--- src/rtl/ex_muldiv_sequencer.sv ---
// ---------------------------------------------------------------------------
// ex_muldiv_sequencer
//   Iterative RV32M multiply/divide unit that sits beside the EX-stage ALU.
//   One M-extension op is accepted from EX, executed one bit per cycle
//   (radix-2 shift-add multiply, radix-2 restoring divide), and its result
//   is returned with the latched rd for the EX/MEM register. The pipeline
//   is frozen through stall_req while the unit owns EX.
//
// Ports
//   clk            in   1     rising-edge clock
//   rst            in   1     synchronous active-high reset
//   start          in   1     EX holds a valid M-extension instruction
//   func3          in   3     MUL/MULH/MULHSU/MULHU/DIV/DIVU/REM/REMU
//   op1            in   XLEN  rs1 (multiplicand / dividend)
//   op2            in   XLEN  rs2 (multiplier / divisor)
//   rd             in   5     destination register
//   pipeline_flush in   1     squash the in-flight operation
//   stall_req      out  1     freeze IF/ID/EX
//   done           out  1     one-cycle result-valid pulse
//   result         out  XLEN  result, held until the next done
//   wb_rd          out  5     destination register of the result
//   wb_reg_file    out  1     register-file write enable
// ---------------------------------------------------------------------------
module ex_muldiv_sequencer #(
  parameter int XLEN  = 32,
  parameter int CNT_W = 6
) (
  input  logic            clk,
  input  logic            rst,
  input  logic            start,
  input  logic [2:0]      func3,
  input  logic [XLEN-1:0] op1,
  input  logic [XLEN-1:0] op2,
  input  logic [4:0]      rd,
  input  logic            pipeline_flush,
  output logic            stall_req,
  output logic            done,
  output logic [XLEN-1:0] result,
  output logic [4:0]      wb_rd,
  output logic            wb_reg_file
);

  typedef enum logic [1:0] {
    S_IDLE = 2'd0,
    S_MUL  = 2'd1,
    S_DIV  = 2'd2,
    S_DONE = 2'd3
  } state_e;

  localparam logic [CNT_W-1:0] LAST_CNT = CNT_W'(XLEN - 1);

  // Control state (reset)
  state_e            state_q, state_d;
  logic [CNT_W-1:0]  cnt_q, cnt_d;
  logic [XLEN-1:0]   result_q, result_d;
  logic [4:0]        wb_rd_q, wb_rd_d;

  // Operand / datapath state (not reset; only observed after an accept)
  logic [2*XLEN-1:0] acc_q, acc_d;      // MUL: {hi, lo/multiplier}  DIV: {rem, quotient/dividend}
  logic [XLEN-1:0]   mcand_q, mcand_d;  // MUL: |multiplicand|       DIV: |divisor|
  logic [2:0]        func3_q, func3_d;
  logic [4:0]        rd_q, rd_d;
  logic              neg_q, neg_d;      // negate product / quotient
  logic              rem_neg_q, rem_neg_d;

  // Operand decode
  logic signed [XLEN-1:0] op1_s, op2_s;
  logic              is_div, op1_signed, op2_signed, s1, s2;
  logic [XLEN-1:0]   mag1, mag2;
  logic              div_by_zero, div_ovf, accept;
  logic [XLEN:0]     mul_sum, div_shift, div_trial;
  logic [XLEN-1:0]   final_word;

  function automatic logic [XLEN-1:0] abs_mag(input logic [XLEN-1:0] v, input logic neg);
    abs_mag = neg ? -v : v;
  endfunction

  // Sign fix-up and output word selection for a finished operation.
  function automatic logic [XLEN-1:0] fixup(input logic [2*XLEN-1:0] acc,
                                            input logic [2:0]        f3,
                                            input logic              neg,
                                            input logic              rem_neg);
    logic [2*XLEN-1:0] prod;
    logic [XLEN-1:0]   q, r;
    prod = neg ? -acc : acc;
    q    = neg ? -acc[XLEN-1:0] : acc[XLEN-1:0];
    r    = rem_neg ? -acc[2*XLEN-1:XLEN] : acc[2*XLEN-1:XLEN];
    if (f3[2])
      fixup = f3[1] ? r : q;
    else
      fixup = (f3[1:0] == 2'b00) ? prod[XLEN-1:0] : prod[2*XLEN-1:XLEN];
  endfunction

  always_comb begin
    op1_s      = op1;
    op2_s      = op2;
    is_div     = func3[2];
    // MUL/MULH/MULHSU treat op1 as signed, MUL/MULH treat op2 as signed;
    // DIV/REM are signed, DIVU/REMU unsigned.
    op1_signed = is_div ? ~func3[0] : (func3[1:0] != 2'b11);
    op2_signed = is_div ? ~func3[0] : ~func3[1];
    s1         = op1_signed & (op1_s < 0);
    s2         = op2_signed & (op2_s < 0);
    mag1       = abs_mag(op1, s1);
    mag2       = abs_mag(op2, s2);
    div_by_zero = is_div & (op2 == '0);
    div_ovf     = is_div & ~func3[0] & (op1 == {1'b1, {(XLEN-1){1'b0}}}) & (op2 == '1);
    accept      = (state_q == S_IDLE) & start & ~pipeline_flush;
    final_word  = fixup(acc_q, func3_q, neg_q, rem_neg_q);
  end

  // ---- state register ----
  always_ff @(posedge clk) begin
    if (rst) begin
      state_q  <= S_IDLE;
      cnt_q    <= '0;
      result_q <= '0;
      wb_rd_q  <= '0;
    end else begin
      state_q  <= state_d;
      cnt_q    <= cnt_d;
      result_q <= result_d;
      wb_rd_q  <= wb_rd_d;
    end
    acc_q     <= acc_d;
    mcand_q   <= mcand_d;
    func3_q   <= func3_d;
    rd_q      <= rd_d;
    neg_q     <= neg_d;
    rem_neg_q <= rem_neg_d;
  end

  // ---- next-state logic ----
  always_comb begin
    state_d = state_q;
    cnt_d   = cnt_q;
    case (state_q)
      S_IDLE: begin
        cnt_d = '0;
        if (accept) begin
          if (div_by_zero | div_ovf) state_d = S_DONE;
          else if (is_div)           state_d = S_DIV;
          else                       state_d = S_MUL;
        end
      end
      S_MUL, S_DIV: begin
        if (pipeline_flush) begin
          state_d = S_IDLE;
          cnt_d   = '0;
        end else if (cnt_q == LAST_CNT) begin
          state_d = S_DONE;
          cnt_d   = '0;
        end else begin
          cnt_d = cnt_q + CNT_W'(1);
        end
      end
      S_DONE:  state_d = S_IDLE;
      default: state_d = S_IDLE;
    endcase
  end

  // ---- datapath: operand latch, iteration step, result capture ----
  always_comb begin
    acc_d     = acc_q;
    mcand_d   = mcand_q;
    func3_d   = func3_q;
    rd_d      = rd_q;
    neg_d     = neg_q;
    rem_neg_d = rem_neg_q;
    result_d  = result_q;
    wb_rd_d   = wb_rd_q;

    mul_sum   = {1'b0, acc_q[2*XLEN-1:XLEN]} + (acc_q[0] ? {1'b0, mcand_q} : '0);
    div_shift = {acc_q[2*XLEN-1:XLEN], acc_q[XLEN-1]};
    div_trial = div_shift - {1'b0, mcand_q};

    case (state_q)
      S_IDLE: begin
        if (accept) begin
          func3_d   = func3;
          rd_d      = rd;
          neg_d     = s1 ^ s2;
          rem_neg_d = s1;
          mcand_d   = is_div ? mag2 : mag1;
          acc_d     = {{XLEN{1'b0}}, (is_div ? mag1 : mag2)};
          // Fast paths preload the final {rem, quotient} with no sign fix-up.
          if (div_by_zero) begin
            acc_d     = {op1, {XLEN{1'b1}}};
            neg_d     = 1'b0;
            rem_neg_d = 1'b0;
          end else if (div_ovf) begin
            acc_d     = {{XLEN{1'b0}}, op1};
            neg_d     = 1'b0;
            rem_neg_d = 1'b0;
          end
        end
      end
      S_MUL: acc_d = {mul_sum, acc_q[XLEN-1:1]};
      S_DIV: begin
        // Restore (keep the shifted remainder) when the trial subtraction borrows.
        if (!div_trial[XLEN])
          acc_d = {div_trial[XLEN-1:0], acc_q[XLEN-2:0], 1'b1};
        else
          acc_d = {div_shift[XLEN-1:0], acc_q[XLEN-2:0], 1'b0};
      end
      S_DONE: begin
        result_d = final_word;
        wb_rd_d  = rd_q;
      end
      default: ;
    endcase
  end

  // ---- outputs ----
  always_comb begin
    stall_req   = accept | (state_q == S_MUL) | (state_q == S_DIV);
    done        = (state_q == S_DONE);
    result      = done ? final_word : result_q;
    wb_rd       = done ? rd_q : wb_rd_q;
    // A flush arriving with the result squashes the register write only.
    wb_reg_file = done & (wb_rd != 5'd0) & ~pipeline_flush;
  end

endmodule

--- config.mk ---
export PLATFORM = sky130hd
export DESIGN_NAME = ex_muldiv_sequencer
export DESIGN_NICKNAME = d
export VERILOG_FILES = /design/src/rtl/ex_muldiv_sequencer.sv
export SDC_FILE = /design/constraint.sdc
export NUM_CORES = 1
export LEC_CHECK = 0
export BUFFER_PORTS_ARGS = -buffer_cell sky130_fd_sc_hd__buf_4
export CAP_MARGIN = 0
export CELL_PAD_IN_SITES_DETAIL_PLACEMENT = 1
export CELL_PAD_IN_SITES_GLOBAL_PLACEMENT = 1
export CORE_MARGIN = 5
export CORE_UTILIZATION = 30
export DETAILED_ROUTE_END_ITERATION = 6
export PLACE_DENSITY = 0.66
export SLEW_MARGIN = 5
export SYNTH_ARGS = -nofsm -noshare
export SYNTH_HDL_FRONTEND = slang
export SYNTH_SLANG_ARGS = --single-unit
--- constraint.sdc ---
create_clock -name clk -period 13.5 [get_ports clk]
set_clock_uncertainty 0.15 [all_clocks]
set_input_delay 2.7 -clock clk [delete_from_list [all_inputs] [get_ports clk]]
set_output_delay 2.7 -clock clk [all_outputs]
set_load 0.01 [all_outputs]
**After elaboration in Yosys (flattened, before gate mapping)**

Index checks and enable logic that the tools add are counted.

- Flip-flop bits (word level): 151
- Latch bits: 0
- Memory bits (writable): 0
- Memory bits (read-only): 0
- Bits of input ports: 76
- Output and inout bits: 40
- Logic and storage cells: 86
- Memories: 0

- $add $sub $neg: 8
- Multipliers: 0
- Divide/modulo/power cells: 0
- Order comparisons: 2
- Equality and inequality tests: 9
- Shift-type cells: 0
- Mux-type cells: 29
- Bitwise logic cells: 17
- Reduce and logical (&&, ||, !) cells: 11

Operator list:

| operator | count |
|---|---|
| $mux W32 | 12 |
| $mux W64 | 4 |
| $pmux W64 S3 | 1 |
| $neg A32 Y32 | 4 |
| $eq A32 B32 Y1 const B | 2 |
| $lt A32 B1 Y1 const B | 2 |
| $neg A64 Y64 | 1 |
| $add A32 B32 Y33 | 1 |
| $sub A33 B32 Y33 | 1 |
| $logic_not A32 Y1 | 1 |
| $mux W6 | 2 |
| $pmux W6 S2 | 1 |
| $and A1 B1 Y1 | 10 |
| $mux W2 | 5 |
| $add A6 B1 Y6 const B | 1 |
| $eq A6 B5 Y1 const B | 1 |
| $pmux W2 S3 | 1 |
| $reduce_and A2 Y1 | 3 |
| $mux W5 | 1 |
| $reduce_bool A5 Y1 | 1 |
| $eq A2 B2 Y1 const B | 2 |
| $logic_not A2 Y1 | 2 |
| $ne A2 B2 Y1 const B | 2 |
| $reduce_or A2 Y1 | 2 |
| 8 further kinds | 13 |

**Longest topological paths before layout**

Gate-level depths: netlist of run 1.

- Depth in word-level cells: 9
- Depth in mapped cells: 14
- Depth with buffers taken out: 13

**Worst setup path before layout of run 1**

OpenSTA, ideal clock, no wires.

- Path kind: input port to output port
- From: input port start
- To: output port stall_req
- Arrival: 4.931 ns
- Required time: 10.650 ns
- Path slack: 5.719 ns
- Stages on the path: 3
- Path buffers: 0
- Cell sequence: nand2_1 -> nor2_1 -> or3_1

- Cells in the longest elaborated chain, start to end: 4

Ends and longest elaborated chain:

| item | RTL line | RTL |
|---|---|---|
| start, declared | 30 | `input logic start,` |
| $and A1 B1 Y1 (2 in series) | 108 | `accept = (state_q == S_IDLE) & start & ~pipeline_flush;` |
| $or A1 B1 Y1 (2 in series) | 216 | `stall_req = accept \| (state_q == S_MUL) \| (state_q == S_DIV);` |
| end, declared | 36 | `output logic stall_req,` |

Every way passes these cells.

**Final worst setup path of run 1**

- From: register acc_q[51]
- To: output port result[26]

- Cells in the longest elaborated chain, start to end: 5
- Elaborated cells between the ends (all ways): 8
- Classes of those cells: add/sub (2); mux (6)

Ends and longest elaborated chain:

| item | RTL line | RTL |
|---|---|---|
| start, declared | 59 | `logic [2*XLEN-1:0] acc_q, acc_d;` |
| start signal, assigned | 125 | `acc_q <= acc_d;` |
| $neg A64 Y64 / $neg A32 Y32 (equally long branches) | 85, 87 |  |
| $mux W64 / $mux W32 (equally long branches) | 85, 87 |  |
| $mux W32, on equally long branches | 91, 89 |  |
| $mux W32 * | 88 | `if (f3[2])` |
| $mux W32 * | n/a |  |
| end, declared | 38 | `output logic [XLEN-1:0] result,` |

Mark *: on every way between the ends. The rest lies on a longest branch, timed or not.

==> results of run 1 <==
## placed cells by master, fill, tap and decap left out, types with 16 or more instances in the layout
cell and instances:
a211oi_1 16, a21o_1 28, a21oi_1 174, a22oi_1 64, a31oi_1 21, buf_4 134
clkbuf_16 17, dfxtp_1 45, edfxtp_1 106, ha_1 74, inv_1 72, mux2i_1 39
nand2_1 163, nand3_1 30, nand4_1 17, nor2_1 183, nor2b_1 40, nor3_1 32
nor4_1 17, o21ai_0 122, o31ai_1 25, or4_1 19, xnor2_1 96, xor2_1 101
## flip-flops by register name, indices dropped and copies added, names as in the netlist
name	flops
rem_neg_q	1
wb_rd_q	5
rd_q	5
acc_q	64
neg_q	1
state_q	2
func3_q	3
result_q	32
cnt_q	6
mcand_q	32
## critical path, delay by kind of cell (launching register included)
family / cells / cell delay, ns
compound gates: 4 / 0.82
buf+inv: 1 / 0.13
flops: 1 / 0.66
simple gates: 5 / 2.39
## metal layers
metal	vias up	share of wire	global-route usage
li1	6892	-	-
met1	7358	0.46	0.311
met2	476	0.44	0.340
met3	75	0.062	0.0386
met4	0	0.035	0.0807
met5	-	0	0
## power breakdown
part           total, uW  internal, uW  switching (uW)
registers           1010           735             278
logic               2410           884            1530
clock network        503           277             226
## logic make-up after synthesis
family / after synthesis / synth area share
mux: 53 / 0.0371
compound gates: 593 / 0.258
simple gates: 596 / 0.200
flops: 151 / 0.275
fa+ha+maj: 77 / 0.0658
xor+xnor: 197 / 0.116
buf+inv: 182 / 0.0479
## final timing paths
kind | cells after the start | slack [ns] | startpoint | to
max | 10 | 6.17 | acc_q[51]$_DFFE_PP_ | result[26]
min | 2 | 0.34 | result_q[26]$_SDFF_PP0_ | result_q[26]$_SDFF_PP0_
max reg2reg | 13 | 8.75 | acc_q[31]$_DFFE_PP_ | acc_q[62]$_DFFE_PP_
min reg2reg | 2 | 0.34 | result_q[26]$_SDFF_PP0_ | result_q[26]$_SDFF_PP0_
## layout make-up
cell class / instances / area, um2
Clock buffer: 17 / 425
Clock inverter: 15 / 164
Fill cell: 5837 / 32100
Inverter: 75 / 282
Multi-Input combinational cell: 1516 / 10100
Sequential cell: 151 / 4080
Tap cell: 664 / 831
Timing Repair Buffer: 134 / 1010
## stage by stage
stage          setup slack, ns  power [uW]
4_1_cts                   6.12        3900
3_3_place_gp              6.71        3330
2_1_floorplan             5.72        2590
3_5_place_dp              6.63        3380
6_report                  6.17        3930
5_1_grt                   6.02        4170
==> run_summary.xml, run 1 <==
<?xml version="1.0" encoding="UTF-8"?>
<metrics>
  <group name="run_status">
    <metric name="status" unit="">finished, final reports clean</metric>
  </group>
  <group name="clock_tree">
    <metric name="post_cts.resized_instances" unit="">0</metric>
    <metric name="tritoncts.num_buffers" unit="">17</metric>
    <metric name="clock_sinks" unit="">151</metric>
    <metric name="worst_skew_pair.late_latency" unit="ns">0.47</metric>
    <metric name="clock_tree_from_tritoncts" unit="">done</metric>
    <metric name="cts_hold_repair_buffers" unit="">0</metric>
    <metric name="post-cts-setup-buffers" unit="">0</metric>
    <metric name="htree_levels" unit="">4</metric>
    <metric name="clock_transition_at_the_register_clock_pins_on_the_worst_setup_and_hold_paths_after_cts" unit="ns">0.07</metric>
    <metric name="clock_path_buffers" unit="">2</metric>
    <metric name="cts_root_buffer" unit="">clkbuf_16</metric>
  </group>
  <group name="route">
    <metric name="routed_wirelength" unit="mm">61.4</metric>
    <metric name="route.vias.total" unit="">14801</metric>
    <metric name="routedWlPerCell" unit="um">23.9</metric>
    <metric name="drt_first_pass_iters" unit="">5</metric>
    <metric name="drt_iter0_markers" unit="">1185</metric>
    <metric name="vias_per_cell" unit="">5.75</metric>
    <metric name="number_of_remaining_drc_errors" unit="">0</metric>
    <metric name="antenna_violating_nets_post_route" unit="">0</metric>
  </group>
  <group name="floorplan">
    <metric name="row_count" unit="">81</metric>
    <metric name="die_width" unit="um">233</metric>
    <metric name="core_region_area" unit="um2">49000</metric>
    <metric name="die_y" unit="um">233</metric>
    <metric name="starting_density" unit="">0.304</metric>
    <metric name="io_pins" unit="">116</metric>
    <metric name="dieArea" unit="um2">54100</metric>
  </group>
  <group name="setup_path">
    <metric name="worstSetupStartpointType" unit="">register</metric>
    <metric name="worst-endpoint-required" unit="ns">10.65</metric>
    <metric name="setup.worst_path.class" unit="">register to primary output</metric>
    <metric name="arrival" unit="ns">4.48</metric>
    <metric name="critPathCaptureType" unit="">primary output</metric>
    <metric name="cpPeakStageDelay" unit="ns">0.94</metric>
    <metric name="max_stage_delay_cell_worst_path" unit="">nor4_1</metric>
    <metric name="path_max_fanout" unit="">8</metric>
    <metric name="timing.critical_path.cells" unit="">nor4_1 -&gt; nand2_1 -&gt; or4_1 -&gt; or2_2 -&gt; o21ai_0 -&gt; o21ai_0 -&gt; a22oi_1 -&gt; o2111ai_1 -&gt; nand2_1 -&gt; buf_4</metric>
  </group>
  <group name="synth">
    <metric name="synthDominantCellAreaShare" unit="">0.214</metric>
    <metric name="synth_enable_flop_cells" unit="">106</metric>
    <metric name="warning_count_from_the_yosys_run" unit="">0</metric>
    <metric name="synth.cells.most_frequent" unit="">nor2_1 (184), a21oi_1 (174), nand2_1 (163)</metric>
    <metric name="syn_nets" unit="">2002</metric>
    <metric name="synth_cell_type_count" unit="">94</metric>
    <metric name="synth.most_common_cell" unit="">nor2_1</metric>
    <metric name="post_synth.cell_area_avg" unit="um2">8.05</metric>
    <metric name="synth-seq-area-share" unit="">0.275</metric>
    <metric name="synthCells" unit="">1849</metric>
    <metric name="netlist_top_cells_area" unit="">edfxtp_1 (21%), ha_1 (6.3%), dfxtp_1 (6.1%), xor2_1 (5.9%), a21oi_1 (5.9%)</metric>
    <metric name="synth_top_cell_by_area" unit="">edfxtp_1</metric>
    <metric name="post_synth_instance_area" unit="um2">14900</metric>
    <metric name="synth_ff_type" unit="">edfxtp_1</metric>
    <metric name="synth_seq_cells" unit="">151</metric>
    <metric name="async_flop_share" unit="">0</metric>
  </group>
  <group name="sta">
    <metric name="hold_violations" unit="">0</metric>
    <metric name="report.final.slew_viol_count" unit="">0</metric>
    <metric name="setup_total_negative_slack" unit="ns">0</metric>
    <metric name="grt_setup_unrepaired" unit="">false</metric>
    <metric name="period_minus_slack" unit="ns">7.33</metric>
    <metric name="final.period_utilization" unit="">0.543</metric>
    <metric name="setup-violations-final" unit="">0</metric>
    <metric name="max_slew.worst_pin.slew" unit="ns">1.12</metric>
    <metric name="maximum_operating_frequency" unit="GHz">0.136</metric>
    <metric name="hold_ws" unit="ns">0.339</metric>
    <metric name="maxSlewHeadroom" unit="">0.245</metric>
  </group>
  <group name="pwr">
    <metric name="worst_ir_drop_vdd" unit="uV">112</metric>
    <metric name="cellPowerDensity" unit="nW/um2">233</metric>
    <metric name="power.leakage" unit="uW">0.00649</metric>
  </group>
  <group name="grt">
    <metric name="first_global_vias" unit="">14800</metric>
    <metric name="grt.total_usage" unit="">0.221</metric>
    <metric name="global_route.overflow_total" unit="">0</metric>
    <metric name="antenna_found_initial" unit="">0</metric>
    <metric name="grt_first_pass_wirelength" unit="mm">91.9</metric>
    <metric name="grt_max_degree" unit="">83</metric>
  </group>
  <group name="final_layout">
    <metric name="finalInstanceArea" unit="um2">16900</metric>
    <metric name="area.growth.synth_to_final" unit="%">13.5</metric>
    <metric name="final_cell_count_no_fill" unit="">2572</metric>
    <metric name="fin_nets" unit="">2048</metric>
    <metric name="drive_above_1_share" unit="">0.118</metric>
    <metric name="finalCoreUtilization" unit="">0.345</metric>
    <metric name="antenna_cells" unit="">0</metric>
  </group>
  <group name="placement">
    <metric name="finalWeightedCongestion" unit="">0.936</metric>
    <metric name="placedInstanceArea" unit="um2">16300</metric>
    <metric name="dpl.cell_count" unit="">2540</metric>
    <metric name="numPortBuffers" unit="">115</metric>
    <metric name="hpwl" unit="mm">47.7</metric>
  </group>
  <group name="run">
    <metric name="drv.max_cap_violation_count" unit="">0</metric>
  </group>
  <group name="hold_path">
    <metric name="hold_class" unit="">register to register</metric>
  </group>
</metrics>
No activity file was read; power rests on OpenSTA's default activity.
==> inputs of run 2 (changes only) <==
==> constraint.sdc (replaced) <==
create_clock -name clk -period 7.2 [get_ports clk]
set_clock_uncertainty 0.15 [all_clocks]
set_input_delay 1.44 -clock clk [delete_from_list [all_inputs] [get_ports clk]]
set_output_delay 1.44 -clock clk [all_outputs]
set_load 0.01 [all_outputs]
==> run 2 against run 1 <==
- sequential power is 93% higher
- core utilization hardly changed
- global-route usage is 0.17 points lower
- worst hold slack worse by 0.0027 ns
- wire length is 0.91% lower
- clock power is 96% higher
- critical endpoint is now result[19]
==> run_summary.xml, run 2 (synthesized netlist as in run 1, its figures left out) <==
<?xml version="1.0" encoding="UTF-8"?>
<metrics>
  <group name="route">
    <metric name="drt_first_pass_iters" unit="">6</metric>
    <metric name="route.vias.total" unit="">14893</metric>
    <metric name="routedWlPerCell" unit="um">23.7</metric>
    <metric name="met1_length" unit="mm">28.4</metric>
    <metric name="topRoutingLayerUsed" unit="">met4</metric>
    <metric name="vias_per_cell" unit="">5.79</metric>
    <metric name="drt_iter0_markers" unit="">1281</metric>
    <metric name="detailed_routed_wire_length_on_met2" unit="mm">26.9</metric>
    <metric name="number_of_remaining_drc_errors" unit="">0</metric>
    <metric name="routed_wirelength" unit="mm">60.8</metric>
    <metric name="antenna_violating_nets_post_route" unit="">0</metric>
    <metric name="routed-wl-met3" unit="mm">3.27</metric>
  </group>
  <group name="sta">
    <metric name="report.final.slew_viol_count" unit="">0</metric>
    <metric name="max_slew.worst_pin.slew" unit="ns">1.07</metric>
    <metric name="period_minus_slack" unit="ns">5.82</metric>
    <metric name="final.period_utilization" unit="">0.808</metric>
    <metric name="maxSlewHeadroom" unit="">0.287</metric>
    <metric name="grt_setup_unrepaired" unit="">false</metric>
    <metric name="postLayoutSetupSlackWorst" unit="ns">1.38</metric>
    <metric name="hold_violations" unit="">0</metric>
    <metric name="setup-violations-final" unit="">0</metric>
    <metric name="maximum_operating_frequency" unit="GHz">0.172</metric>
    <metric name="setup_total_negative_slack" unit="ns">0</metric>
  </group>
  <group name="grt">
    <metric name="global_route.overflow_total" unit="">0</metric>
    <metric name="first_global_vias" unit="">14893</metric>
    <metric name="grt_max_degree" unit="">69</metric>
    <metric name="antenna_found_initial" unit="">0</metric>
    <metric name="grt.total_usage" unit="">0.219</metric>
    <metric name="grt_first_pass_wirelength" unit="mm">91.5</metric>
  </group>
  <group name="final_layout">
    <metric name="fin_nets" unit="">2046</metric>
    <metric name="largest_register_ff_count" unit="">64</metric>
    <metric name="top_register" unit="">acc_q</metric>
    <metric name="area.growth.synth_to_final" unit="%">13.5</metric>
    <metric name="antenna_cells" unit="">0</metric>
    <metric name="regs_by_ff_count" unit="">acc_q: 64 flops, mcand_q: 32 flops, result_q: 32 flops</metric>
    <metric name="layout.cells.most_common_list" unit="">nor2_1 (183), a21oi_1 (174), nand2_1 (163)</metric>
    <metric name="mostFrequentLayoutCell" unit="">nor2_1</metric>
    <metric name="final_cell_count_no_fill" unit="">2570</metric>
    <metric name="drive_above_1_share" unit="">0.116</metric>
  </group>
  <group name="clock_tree">
    <metric name="clock_tree_from_tritoncts" unit="">done</metric>
    <metric name="clock_path_buffers" unit="">2</metric>
    <metric name="cts_root_buffer" unit="">clkbuf_16</metric>
    <metric name="tritoncts.num_buffers" unit="">17</metric>
    <metric name="clock_sinks" unit="">151</metric>
    <metric name="clock_transition_at_the_register_clock_pins_on_the_worst_setup_and_hold_paths_after_cts" unit="ns">0.07</metric>
    <metric name="cts_hold_repair_buffers" unit="">0</metric>
    <metric name="post_cts.resized_instances" unit="">0</metric>
    <metric name="post-cts-setup-buffers" unit="">0</metric>
    <metric name="htree_levels" unit="">4</metric>
    <metric name="worst_skew_pair.late_latency" unit="ns">0.47</metric>
  </group>
  <group name="placement">
    <metric name="detailedPlace.worstSlack" unit="ns">1.95</metric>
    <metric name="numPortBuffers" unit="">115</metric>
    <metric name="hpwl" unit="mm">47.5</metric>
    <metric name="dpl.cell_count" unit="">2538</metric>
    <metric name="finalWeightedCongestion" unit="">0.922</metric>
  </group>
  <group name="pwr">
    <metric name="power.leakage" unit="uW">0.00649</metric>
    <metric name="cellPowerDensity" unit="nW/um2">437</metric>
    <metric name="worst_ir_drop_vdd" unit="uV">318</metric>
  </group>
  <group name="floorplan">
    <metric name="starting_density" unit="">0.304</metric>
    <metric name="core_region_area" unit="um2">49000</metric>
    <metric name="row_count" unit="">81</metric>
    <metric name="die_width" unit="um">233</metric>
    <metric name="die_y" unit="um">233</metric>
    <metric name="dieArea" unit="um2">54100</metric>
    <metric name="io_pins" unit="">116</metric>
  </group>
  <group name="run">
    <metric name="drv.max_cap_violation_count" unit="">0</metric>
  </group>
  <group name="setup_path">
    <metric name="arrival" unit="ns">4.23</metric>
    <metric name="regToRegSetupSlack" unit="ns">2.24</metric>
    <metric name="setup.worst_path.class" unit="">register to primary output</metric>
    <metric name="critPathCaptureType" unit="">primary output</metric>
    <metric name="worst-endpoint-required" unit="ns">5.61</metric>
    <metric name="timing.critical_path.cells" unit="">or4_1 -&gt; nor4_1 -&gt; nand4_1 -&gt; or2_1 -&gt; o31ai_1 -&gt; xnor2_1 -&gt; a221oi_1 -&gt; a21oi_1 -&gt; buf_4</metric>
    <metric name="path_max_fanout" unit="">13</metric>
    <metric name="worstSetupStartpointType" unit="">register</metric>
    <metric name="max_stage_delay_cell_worst_path" unit="">nand4_1</metric>
    <metric name="cpPeakStageDelay" unit="ns">0.65</metric>
  </group>
  <group name="hold_path">
    <metric name="hold_class" unit="">register to register</metric>
  </group>
  <group name="run_status">
    <metric name="status" unit="">finished, final reports clean</metric>
  </group>
</metrics>
==> run 2: area by class of cell <==
cell class | count | area [um2]
Fill cell | 5869 | 32100
Multi-Input combinational cell | 1516 | 10100
Sequential cell | 151 | 4080
Timing Repair Buffer | 132 | 991
Tap cell | 664 | 831
Clock buffer | 17 | 425
Inverter | 75 | 282
Clock inverter | 15 | 189
==> run 2: power by group <==
group          internal [uW]  switching (uW)
clock                    554             430
sequential              1380             568
combinational           1650            2800
total                   3580            3800
==> run 2: per-stage QoR <==
stage / util / cell area [um2] / total power (uW) / hold WS (ns)
finish: 0.345 / 16900 / 7380 / 0.336
global route: 0.345 / 16900 / 7830 / 0.371
CTS: 0.345 / 16900 / 7330 / 0.344
detailed placement: 0.333 / 16300 / 6320 / 0.334
global placement: 0.333 / 16300 / 6200 / 0.310
floorplan: - / 14900 / 4850 / 0.299
==> run 2: per-layer routing <==
layer | up-vias | global-route usage
li1 | 6896 | -
met1 | 7469 | 0.312
met2 | 452 | 0.341
met3 | 76 | 0.0259
met4 | 0 | 0.0831
met5 | - | 0
==> run 2: path summary, 6_finish.rpt <==
path / end / start / cells after the start
worst max-delay path: result[19] / acc_q[10]$_DFFE_PP_ / 9
worst min-delay path: result_q[26]$_SDFF_PP0_ / result_q[26]$_SDFF_PP0_ / 2
worst max register to register: acc_q[46]$_DFFE_PP_ / acc_q[31]$_DFFE_PP_ / 12
worst min register to register: result_q[26]$_SDFF_PP0_ / result_q[26]$_SDFF_PP0_ / 2
==> run 2: worst max-delay path: cells and delay by family (launching register included) <==
family / cells / cell delay (ns)
AOI/OAI and AO/OA: 3 / 0.81
xor gates and xnor gates: 1 / 0.10
buffers and inverters: 1 / 0.20
DFF: 1 / 0.50
and+or+nand+nor: 4 / 2.14
